`src/rtl/point_parser.sv`:
```
// point_parser: parses ASCII "x,y,z\n" lines into coordinate triples on a valid/ready stream.
module point_parser #(
  parameter int NUM_POINTS = 1000,
  parameter int DIM_W = 17,
  localparam int CW = $clog2(NUM_POINTS + 1)
) (
  input  logic             clk,
  input  logic             rst,
  input  logic [7:0]       byte_in,
  input  logic             byte_vld,
  output logic             byte_rdy,
  output logic [DIM_W-1:0] xloc,
  output logic [DIM_W-1:0] yloc,
  output logic [DIM_W-1:0] zloc,
  output logic             locs_vld,
  input  logic             locs_rdy,
  output logic [CW-1:0]    point_cnt,
  output logic             done,
  output logic             err
);
  typedef enum logic [2:0] {PX, PY, PZ, EMIT, DONE, ERR} state_t;
  state_t state, nxt;
  logic [DIM_W-1:0] acc, x, y, z;
  logic [DIM_W+3:0] sum;
  logic [CW-1:0] cnt;
  logic ne, parse, take, is_dig, is_com, is_nl, is_cr, ovf, last;
  always_comb begin
    parse = state == PX || state == PY || state == PZ;
    take = byte_vld && parse;
    is_dig = byte_in >= 8'h30 && byte_in <= 8'h39;
    is_com = byte_in == 8'h2C;
    is_nl = byte_in == 8'h0A;
    is_cr = byte_in == 8'h0D;
    // four guard bits catch any acc*10+d beyond the field width
    sum = {4'd0, acc} * (DIM_W+4)'(10) + {{DIM_W{1'b0}}, byte_in[3:0]};
    ovf = |sum[DIM_W+3:DIM_W];
    last = cnt == CW'(NUM_POINTS - 1);
  end
  always_ff @(posedge clk)
    if (rst) state <= PX;
    else state <= nxt;
  always_comb begin
    nxt = state;
    if (take)
      nxt = is_dig ? (ovf ? ERR : state) :
            is_cr  ? state :
            is_com ? (ne && state == PX ? PY : ne && state == PY ? PZ : ERR) :
            is_nl  ? (state == PX && !ne ? PX : state == PZ && ne ? EMIT : ERR) :
            ERR;
    else if (state == EMIT && locs_rdy)
      nxt = last ? DONE : PX;
  end
  always_comb begin
    byte_rdy = parse || state == ERR;
    locs_vld = state == EMIT;
    done = state == DONE;
    err = state == ERR;
    xloc = x;
    yloc = y;
    zloc = z;
    point_cnt = cnt;
  end
  always_ff @(posedge clk)
    if (rst) begin
      acc <= '0;
      ne <= 1'b0;
      x <= '0;
      y <= '0;
      z <= '0;
      cnt <= '0;
    end else begin
      if (take && is_dig && !ovf) begin
        acc <= sum[DIM_W-1:0];
        ne <= 1'b1;
      end
      if (take && (is_com || is_nl) && nxt != ERR) begin
        acc <= '0;
        ne <= 1'b0;
      end
      if (take && state == PX && nxt == PY) x <= acc;
      if (take && state == PY && nxt == PZ) y <= acc;
      if (take && state == PZ && nxt == EMIT) z <= acc;
      if (state == EMIT && locs_rdy) cnt <= cnt + 1'b1;
    end
endmodule

```
`config.mk`:
```
export PLATFORM = sky130hd
export DESIGN_NAME = point_parser
export DESIGN_NICKNAME = d
export VERILOG_FILES = /design/src/rtl/point_parser.sv
export SDC_FILE = /design/constraint.sdc
export NUM_CORES = 1
export LEC_CHECK = 0
export BUFFER_PORTS_ARGS = -buffer_cell sky130_fd_sc_hd__buf_2
export CORE_ASPECT_RATIO = 0.5
export CORE_MARGIN = 3
export CORE_UTILIZATION = 55
export DETAILED_ROUTE_END_ITERATION = 7
export GPL_ROUTABILITY_DRIVEN = 0
export GPL_TIMING_DRIVEN = 0
export HOLD_SLACK_MARGIN = 0.1
export PLACE_DENSITY = 0.84
export SLEW_MARGIN = 0
export SYNTH_ARGS = -nofsm -noshare
export SYNTH_HDL_FRONTEND = slang
export SYNTH_SLANG_ARGS = --single-unit
```
`constraint.sdc`:
```
create_clock -name clk -period 5.5 [get_ports clk]
set_clock_uncertainty 0.2 [all_clocks]
set_input_delay 0.825 -clock clk [delete_from_list [all_inputs] [get_ports clk]]
set_output_delay 0.825 -clock clk [all_outputs]
set_load 0.01 [all_outputs]
```
======== Word level (Yosys, flattened, before mapping) ========
Index checks and enable logic that the tools add are counted.
cells by class
  $mul .................................... 1
  divide/modulo/power cells ............... 0
  $add $sub $neg .......................... 2
  eq/ne operators ......................... 13
  reductions and logical operators ........ 26
  bitwise gates (word level) .............. 0
  muxes and demuxes ....................... 12
  shift-type cells ........................ 0
  magnitude comparators ................... 2
operator list
  cell                                                               number
  2-to-1 mux 3 bit                                                   12
  adder 21 x 4 -> 21 bit                                             1
  multiplier 17 x 3 -> 20 bit, second input constant                 1
  logical AND 1 bit                                                  17
  equality test 8 x 4 -> 1 bit, second input constant                2
  equality test 3 x 2 -> 1 bit, second input constant                4
  adder 10 x 1 -> 10 bit, second input constant                      1
  equality test 10 bit, second input constant                        1
  equality test 8 x 6 -> 1 bit, second input constant                1
  greater-or-equal comparator 8 x 6 -> 1 bit, second input constant  1
  less-or-equal comparator 8 x 6 -> 1 bit, second input constant     1
  equality test 3 x 1 -> 1 bit, second input constant                2
  equality test 3 bit, second input constant                         2
  logical OR 1 bit                                                   4
  OR reduction 4 bit                                                 1
  zero test 3 bit                                                    1
  inequality test 3 bit, second input constant                       1
  zero test 1 bit                                                    2
  OR reduction 2 bit                                                 1
storage, ports and cells
  latch bits .............................. 0
  word-level logic and storage cells ...... 63
  bits in writable memories ............... 0
  bits in read-only memories .............. 0
  flip-flop bits (word level) ............. 82
  memories ................................ 0
  output and inout port bits .............. 65

======== Logic depth before layout (Yosys ltp) ========
Gate-level depths: netlist of the first run.
  depth after elaboration ................. 12
  mapped depth ............................ 15
  gate-level depth less buffers ........... 14

======== Worst setup path before layout of the first run ========
OpenSTA, ideal clock, no wires.
  path kind ............................... reg-to-reg
  from .................................... reg acc[1]
  to ...................................... reg acc[10]
  period minus slack after synthesis ...... 3.927 ns
  required time ........................... 5.185 ns
  path buffers ............................ 1
  data arrival time ....................... 3.612 ns
  path slack .............................. 1.573 ns
  cell stages (with the launch flop) ...... 16
  path through ............................ dfxtp_1 -> ha_1 -> ha_1 -> inv_1 -> fa_1 -> nand2b_1 -> a211o_1 -> a2111oi_4 -> o211ai_2 -> a221oi_4 -> o21ai_1 -> o22ai_4 -> o21ai_2 -> a31oi_4 -> buf_8 -> nor2_2
on the way
  cells in the longest elaborated chain, start to end .. 9
  elaborated cells on any way between the ends .. 11
  classes of those cells .................. add/sub: 1; mul: 1; eq/ne: 1; mux: 3; reduce/logical: 5
RTL lines
  item                            RTL line  source
  start, declared                 23        logic [DIM_W-1:0] acc, x, y, z;
  start signal, assigned          73        acc <= sum[DIM_W-1:0];
  multiplier 17 x 3 -> 20 bit *   35        sum = {4'd0, acc} * (DIM_W+4)'(10) + {{DIM_W{1'b0}}, byte_in[3:0]};
  adder 21 x 4 -> 21 bit *        35
  OR reduction 4 bit              36        ovf = |sum[DIM_W+3:DIM_W];
  2-to-1 mux 3 bit (2 in series)  45        nxt = is_dig ? (ovf ? ERR : state) :
  2-to-1 mux 3 bit                44        if (take)
  inequality test 3 bit           76        if (take && (is_com || is_nl) && nxt != ERR) begin
  logical AND 1 bit               76
  OR reduction 2 bit (no line)    -
Mark *: on every way between the ends. The rest lies on a longest branch, timed or not.
A chain may end at the register's enable or synchronous reset.

======== Worst setup path after layout of the first run ========
  from .................................... reg acc[2]
  to ...................................... reg acc[10]
Same word-level chain as after synthesis.

==> impl_metrics.py, run 1 <==
metrics = {
    "timing": {
        "rsz0062_at_grt": "no",
        "max_freq_ghz": 0.218,
        "tightest_slew_ps": 549,
        "fin_setup_tns_ps": 0,
        "maxSlewViolCount": 0,
        "fin_crit_sh": 0.833,
        "holdWs_ps": 254,
        "fin_crit_ps": 4580,
        "slew_headroom": 0.631,
        "setup_violations": 0,
        "hold_viol": 0,
    },
    "die": {
        "core_area_sq_mm": 0.00832,
        "die_area_sq_mm": 0.0102,
        "start_util": 0.590,
        "fp-row-count": 23,
        "die_h_microns": 72.8,
        "die_w_microns": 140,
        "ios": 77,
    },
    "final_layout": {
        "drive_gt1_frac": 0.228,
        "seqCellArea_sq_mm": 0.00164,
        "utilization": 0.687,
        "antenna_cells": 0,
        "fill_cells": 640,
        "fin_nets": 689,
        "multi_input_area_sq_mm": 0.00310,
        "areaGrowthSynthToFinish_pct": 16.5,
    },
    "worst_setup_path": {
        "crit_chain": "ha_1 > ha_1 > inv_1 > fa_1 > nand2b_1 > a211o_1 > a2111oi_4 > o211ai_2 > a221oi_4 > nor2_1 > o32ai_1 > nor2_2 > a31oi_4 > buf_8 > nor2_2",
        "worstPathMaxFanout": 10,
        "critPathLaunch": "acc[2]",
        "crit_path_top_delay_cell": "dfxtp_1",
        "crit_path_start_kind": "flop",
        "end_kind": "flop",
        "ff2ff_path_depth": 15,
        "required_ps": 5540,
        "max_stage_delay_ps": 530,
        "crit_type": "reg -> reg",
        "r2r-start": "acc[2]",
        "cp.arrival_ps": 4620,
    },
    "synth": {
        "synth_edf_count": 0,
        "yosysSeqAreaShare": 0.335,
        "yosysTopAreaCellShare": 0.335,
        "syn_nets": 602,
        "synth_cell_types": 80,
        "synth_area_leaders": "dfxtp_1 (33%), mux2i_1 (10%), ha_1 (8.7%), nor2_1 (5.9%), a21oi_1 (4.5%)",
        "synthArstFlopShare": 0,
        "synth_warnings": 0,
        "synthTopCellsByCount": "dfxtp_1 (82), nor2_1 (77), mux2i_1 (51)",
        "synth_ff_type": "dfxtp_1",
        "syn_inst": 554,
        "synth-seq-cells": 82,
        "syn-cell-area_sq_mm": 0.00490,
        "avgSynthCellArea_sq_um": 8.85,
        "synth_top_cell_by_area": "dfxtp_1",
        "synth.most_common_cell": "dfxtp_1",
    },
    "detailed_routing": {
        "detail_route.first_pass.iterations": 5,
        "drt_iter0_drc": 331,
        "antenna_left": 0,
        "viasPerCell": 5.91,
        "postRouteWirelength_microns": 12900,
        "drc": 0,
        "wl_per_cell_microns": 17.0,
        "vias": 4483,
    },
    "global_routing": {
        "grt_pass1_wl_microns": 20500,
        "grt_max_degree": 17,
        "track_usage": 0.250,
        "overflow": 0,
        "antenna_found_initial": 0,
        "first_global_vias": 4140,
    },
    "power": {
        "vdd_drop_max_v": 0.000162,
        "powerDensity_mw_per_mm2": 218,
        "leakagePower_nw": 2.79,
    },
    "clock_network": {
        "cts.clk_slew.worst_paths_ps": 70,
        "cts_max_level": 3,
        "cts_made_buffers": 9,
        "cts_tree": "yes",
        "ctsResizeCount": 0,
        "cts_sinks": 82,
        "post_cts_buffers": 0,
        "clk_latency_ps": 340,
        "cts_root_buf": "clkbuf_16",
        "cts.path.max_buffers": 2,
        "ctsHoldBuffers": 0,
    },
    "outcome": {
        "outcome": "completed",
    },
    "min_path": {
        "min_from": "yloc[16]",
        "holdCritPathClass": "reg -> reg",
        "holdPathStages": 2,
    },
    "job": {
        "drv_cap": 0,
    },
    "placed_design": {
        "io_buffers": 76,
        "dp_hpwl_microns": 9550,
    },
}
==> final cells by class <==
| type | count | share of cell area |
|---|---|---|
| sequential | 82 | 0.287 |
| timing repair buffer | 76 | 0.0666 |
| inverter | 11 | 0.00723 |
| clock buffer | 9 | 0.0394 |
| clock inverter | 7 | 0.0107 |
| tap | 112 | 0.0245 |
| multi-input combinational | 439 | 0.543 |
| buffer | 22 | 0.0210 |
==> layout by cell type (no fill, tap or decap), types with 3 or more instances in the layout <==
master     count
dfxtp_1       82
buf_2         79
nor2_1        77
mux2i_1       51
nand2_1       50
a21oi_1       44
ha_1          34
nand4_1       13
xor2_1        13
clkbuf_1      12
inv_1         11
nor2_2        11
o21ai_0       10
clkbuf_16      9
nand3_1        8
xnor2_1        8
nor3_1         8
nand2b_1       6
or3_1          6
nor4_1         5
nor2b_1        5
a21o_1         5
nor3b_1        4
a31oi_1        4
buf_4          4
or2_2          3
o21bai_1       3
and3_1         3
a211oi_1       3
==> worst max-delay path, delay by kind of cell (launching register included) <==
family | cells | cell delay [ps]
simple gates | 4 | 480
flops | 1 | 530
compound gates | 6 | 2100
fa+ha+maj | 3 | 880
buf+inv | 2 | 290
==> path summary, 6_finish.rpt <==
check             end  slack [ps]
max           acc[10]         920
min          yloc[16]         250
max reg2reg   acc[10]         920
min reg2reg  yloc[16]         250
==> stage by stage <==
| stage | cells | total power, mW | setup WS, ps | area (sq um) |
|---|---|---|---|---|
| global placement | 742 | 0.672 | 1090 | 5430 |
| floorplan | 554 | 0.655 | 1570 | 4900 |
| detailed placement | 742 | 0.674 | 1060 | 5430 |
| finish | 758 | 1.25 | 918 | 5710 |
| global route | 758 | 1.27 | 662 | 5710 |
| CTS | 758 | 1.24 | 969 | 5710 |
==> flip-flops by register name (all words and copies together), names as in the netlist <==
signal / flops
xloc: 17
point_cnt: 10
acc: 17
ne: 1
zloc: 17
state: 3
yloc: 17
==> metal layers <==
metal / share of wire / vias to the layer above / track usage
met1: 0.45 / 2126 / 0.327
met3: 0.069 / 34 / 0.0504
met5: 0 / - / 0
met4: 0.019 / 0 / 0.0784
li1: - / 2162 / -
met2: 0.47 / 161 / 0.425
==> logic make-up after synthesis <==
logic type               Yosys count  share of synthesized area
multiplexers                      52                      0.106
XOR/XNOR                          21                     0.0375
buffers and inverters             33                     0.0329
adder cells (fa/ha/maj)           36                     0.0949
flip-flops                        82                      0.335
AO/OA/AOI/OAI                     99                      0.146
AND/OR/NAND/NOR                  231                      0.247
==> where the power goes <==
group          internal, mW  switching, mW  leakage (nW)
logic                0.0224         0.0403          1.99
clock network         0.315          0.270         0.140
registers             0.596        0.00321         0.661
total                 0.933          0.313          2.79
(Power assumes the default switching activity.)
==> run 2: changes to the inputs <==
Settings changed: CORE_UTILIZATION 55 to 52, PLACE_DENSITY 0.84 to 0.83.
Clock period 5.5 ns to 3.9 ns, I/O delays scaled along.
==> run 2 against run 1 <==
Against the previous run: the flow now finishes with violations (setup timing); routed wire length is 11% higher; clock-buffer cell count stayed put; worst setup slack worse by 1100 ps; worst hold slack better by 5.3 ps; sequential share of layout area is 1.2 points lower; maximum frequency is 12% higher; via count is 5.0% higher; power is 43% higher.
==> impl_metrics.py, run 2 (synthesis gave the netlist of run 1 again) <==
metrics = {
    "global_routing": {
        "grt_max_degree": 17,
        "first_global_vias": 4414,
        "antenna_found_initial": 0,
        "overflow": 0,
        "grt_pass1_wl_microns": 22000,
        "track_usage": 0.257,
    },
    "worst_setup_path": {
        "cp.arrival_ps": 4100,
        "cp_common_cell": "ha_4",
        "worstPathMaxFanout": 6,
        "crit_chain": "ha_4 > ha_4 > inv_2 > fa_2 > nand2b_4 > a211o_4 > a2111oi_4 > buf_4 > o211ai_4 > a221oi_4 > o21ai_2 > o22ai_4 > o21ai_4 > a31oi_4 > buf_6 > buf_8 > nor2_2",
        "crit_buf_inv": 4,
        "max_stage_delay_ps": 390,
        "end_kind": "flop",
        "cp_top_family": "compound AO/OA/AOI/OAI gates",
        "crit_path_top_delay_cell": "a221oi_4",
        "required_ps": 3930,
        "crit_path_start_kind": "flop",
        "crit_type": "reg -> reg",
    },
    "power": {
        "power.total_mw": 1.78,
        "vdd_drop_max_v": 0.000231,
        "powerDensity_mw_per_mm2": 294,
        "leakagePower_nw": 2.90,
    },
    "detailed_routing": {
        "antenna_left": 0,
        "drt_iter0_drc": 330,
        "viasPerCell": 6.01,
        "detail_route.first_pass.iterations": 5,
        "postRouteWirelength_microns": 14300,
        "drc": 0,
        "wl_per_cell_microns": 18.2,
        "vias": 4709,
    },
    "clock_network": {
        "cts_max_level": 3,
        "cts_tree": "yes",
        "clk_latency_ps": 350,
        "cts_made_buffers": 9,
        "cts_root_buf": "clkbuf_16",
        "ctsHoldBuffers": 0,
        "cts.clk_slew.worst_paths_ps": 70,
        "cts_sinks": 82,
        "cts.path.max_buffers": 2,
    },
    "die": {
        "ios": 77,
        "start_util": 0.548,
        "core_area_sq_mm": 0.00895,
        "die_h_microns": 74.7,
        "fp-row-count": 24,
        "die_area_sq_mm": 0.0107,
        "die_w_microns": 143,
    },
    "placed_design": {
        "io_buffers": 76,
        "place_ws_ps": -519,
        "placedCellCount": 747,
        "dp_hpwl_microns": 9520,
    },
    "job": {
        "drv_cap": 0,
    },
    "min_path": {
        "holdCritPathClass": "reg -> reg",
    },
    "timing": {
        "slew_headroom": 0.615,
        "maxSlewViolCount": 0,
        "rsz0062_at_grt": "yes",
        "max_freq_ghz": 0.245,
        "tightest_slew_ps": 578,
        "fin_crit_sh": 1.05,
        "fin_setup_tns_ps": -2140,
        "fin_crit_ps": 4080,
        "fin_ws_ps": -177,
        "hold_viol": 0,
        "setup_violations": 18,
    },
    "final_layout": {
        "fin_nets": 710,
        "drive_gt1_frac": 0.298,
        "final_cells": 784,
        "antenna_cells": 0,
        "layout_commonest_cell": "buf_2",
        "layout_common_cells": "buf_2 (79), nor2_1 (73), dfxtp_1 (71)",
        "areaGrowthSynthToFinish_pct": 23.4,
    },
    "outcome": {
        "violations": "setup timing",
        "outcome": "finished, violations left",
    },
}
==> run 2: path summary, 6_finish.rpt <==
kind                 start        to  slack, ps  cells after the start
setup / recovery    acc[3]    acc[6]       -180                     17
hold / removal    yloc[13]  yloc[13]        260                      2
setup reg to reg    acc[3]    acc[6]       -180                     17
hold reg to reg   yloc[13]  yloc[13]        260                      2
==> run 2: layer usage <==
layer  GRT usage  part of all wire  up-vias
li1            -                 -     2203
met1       0.329              0.43     2219
met2       0.447              0.46      240
met3      0.0476             0.074       47
met4      0.0919             0.032        0
met5           0                 0        -
==> run 2: metrics by stage <==
stage	instance area (sq um)	util	hold slack (ps)
final	6050	0.676	259
after global routing	6050	0.676	275
after CTS	6010	0.671	260
after detailed placement	5460	0.611	251
after global placement	5460	0.611	242
after floorplan	4940	-	280
==> run 2: what timing repair did <==
item / CTS / global route
cloned: 1 / 0
endpoints found under the setup margin: 20 / 19
resized for setup: 34 / 8
pin swaps: 23 / 5
buffers inserted: 15 / 6
==> run 2: power by group <==
group | internal (mW) | total (mW) | switching [mW]
combinational | 0.0443 | 0.113 | 0.0690
sequential | 0.837 | 0.841 | 0.00398
clock | 0.443 | 0.824 | 0.381
==> run 2: worst min-delay path: cells and delay by family, from the launching register on <==
family          cells  cell delay [ps]
flops               1              310
simple gates        1               50
compound gates      1               50
==> run 2: layout make-up <==
cell class                 count  area (sq um)
inverter                      11          41.3
clock inverter                 7          58.8
clock buffer                   9           225
sequential                    82          1670
multi-input combinational    439          3230
tap                          117           146
fill                         626          2900
timing repair buffer          97           553
buffer                        22           133
==> run 3: changes to the inputs <==
Settings changed: CORE_MARGIN 3 to unset, CTS_CLUSTER_DIAMETER set to 40.
==> run 3 against run 2 <==
Against the previous run: the flow still finishes with violations (setup timing); critical path depth shrank 2; combinational power grew 4%; final cell count grew 0.13%; worst setup slack lost 56 ps; sequential cell count is the same; critical path type unchanged; highest routed layer unchanged.
==> impl_metrics.py, run 3 (synthesis gave the netlist of run 1 again) <==
metrics = {
    "outcome": {
        "outcome": "finished, violations left",
        "violations": "setup timing",
    },
    "detailed_routing": {
        "antenna_left": 0,
        "postRouteWirelength_microns": 15400,
        "drt_iter0_drc": 415,
        "drc": 0,
        "detail_route.first_pass.iterations": 5,
        "viasPerCell": 6.28,
        "vias": 4928,
        "wl_per_cell_microns": 19.7,
    },
    "worst_setup_path": {
        "cp.arrival_ps": 4150,
        "worstPathMaxFanout": 6,
        "crit_type": "reg -> reg",
        "end_kind": "flop",
        "required_ps": 3910,
        "crit_path_start_kind": "flop",
    },
    "global_routing": {
        "first_global_vias": 4622,
        "antenna_found_initial": 0,
        "grt_pass1_wl_microns": 23200,
        "grt_max_degree": 16,
        "overflow": 0,
        "track_usage": 0.300,
    },
    "clock_network": {
        "cts.clk_slew.worst_paths_ps": 60,
        "clk_latency_ps": 340,
        "cts_tree": "yes",
        "cts.path.max_buffers": 2,
        "ctsHoldBuffers": 0,
        "cts_sinks": 82,
        "cts_root_buf": "clkbuf_16",
        "cts_max_level": 3,
        "cts_made_buffers": 9,
    },
    "timing": {
        "fin_crit_sh": 1.06,
        "fin_crit_ps": 4130,
        "rsz0062_at_grt": "yes",
        "maxSlewViolCount": 0,
        "fin_setup_tns_ps": -3250,
        "fin_ws_ps": -233,
        "slew_headroom": 0.578,
        "setup_violations": 18,
        "hold_viol": 0,
        "holdWs_ps": 258,
        "tightest_slew_ps": 631,
        "max_freq_ghz": 0.242,
    },
    "power": {
        "leakagePower_nw": 2.86,
        "power.total_mw": 1.76,
        "powerDensity_mw_per_mm2": 285,
        "vdd_drop_max_v": 0.000221,
    },
    "die": {
        "ios": 77,
        "fp-row-count": 24,
        "core_area_sq_mm": 0.00892,
        "die_w_microns": 139,
        "die_area_sq_mm": 0.00985,
        "start_util": 0.550,
        "die_h_microns": 70.7,
    },
    "placed_design": {
        "dp_hpwl_microns": 9580,
        "io_buffers": 76,
        "place_ws_ps": -455,
    },
    "final_layout": {
        "utilization": 0.691,
        "antenna_cells": 0,
        "drive_gt1_frac": 0.316,
        "areaGrowthSynthToFinish_pct": 25.7,
        "fin_nets": 711,
        "fill_cells": 617,
        "layout_commonest_cell": "buf_2",
        "layout_common_cells": "buf_2 (79), nor2_1 (74), dfxtp_1 (68)",
    },
    "min_path": {
        "holdCritPathClass": "reg -> reg",
    },
    "job": {
        "drv_cap": 0,
    },
}
==> run 3: metal layers <==
metal / GRT usage / part of all wire / vias to the layer above / wire (microns)
li1: - / - / 2209 / -
met1: 0.383 / 0.42 / 2337 / 6490
met2: 0.485 / 0.44 / 294 / 6840
met3: 0.0582 / 0.082 / 88 / 1270
met4: 0.170 / 0.053 / 0 / 821
met5: 0 / 0 / - / 0
==> run 3: final cells by class <==
| class | instances | area (sq um) | share of cell area |
|---|---|---|---|
| buffer | 21 | 123 | 0.0199 |
| clock buffer | 10 | 229 | 0.0371 |
| clock inverter | 6 | 51.3 | 0.00832 |
| inverter | 11 | 41.3 | 0.00670 |
| multi-input combinational | 439 | 3320 | 0.539 |
| sequential | 82 | 1670 | 0.271 |
| tap | 117 | 146 | 0.0237 |
| timing repair buffer | 99 | 582 | 0.0944 |
==> run 3: metrics by stage <==
stage,std cells,cell area (sq um)
global route,785,6160
detailed placement,747,5460
floorplan,554,4940
finish,785,6160
CTS,780,6040
global placement,747,5460
==> run 3: repair_timing <==
action,in CTS,in global routing
gates cloned,2,0
buffers inserted,16,7
gates resized for setup,37,25
endpoints found under the hold margin,0,0
setup endpoints to repair,19,18
pin swaps,18,14
==> run 3: critical path, stage by stage, from the launching register on <==
cell and delay [ps]:
dfxtp_4 390, ha_4 300, inv_1 60, fa_2 400
nand2b_4 170, a211o_4 370, a2111oi_4 450, o211ai_2 150
a221oi_4 370, o21ai_2 120, o22ai_4 290, buf_6 170
nand2_8 80, buf_6 190, mux2i_2 210, nor2_1 100
==> run 3: path summary, 6_finish.rpt <==
| check | startpoint | to | slack, ps | cells after the start |
|---|---|---|---|---|
| max | acc[4] | acc[3] | -230 | 15 |
| min | yloc[12] | yloc[12] | 260 | 2 |
| max reg2reg | acc[4] | acc[3] | -230 | 15 |
| min reg2reg | yloc[12] | yloc[12] | 260 | 2 |
==> run 3: where the power goes <==
| part | internal (mW) | switching [mW] |
|---|---|---|
| sequential | 0.837 | 0.00493 |
| combinational | 0.0449 | 0.0722 |
| clock | 0.439 | 0.359 |
| total | 1.32 | 0.437 |
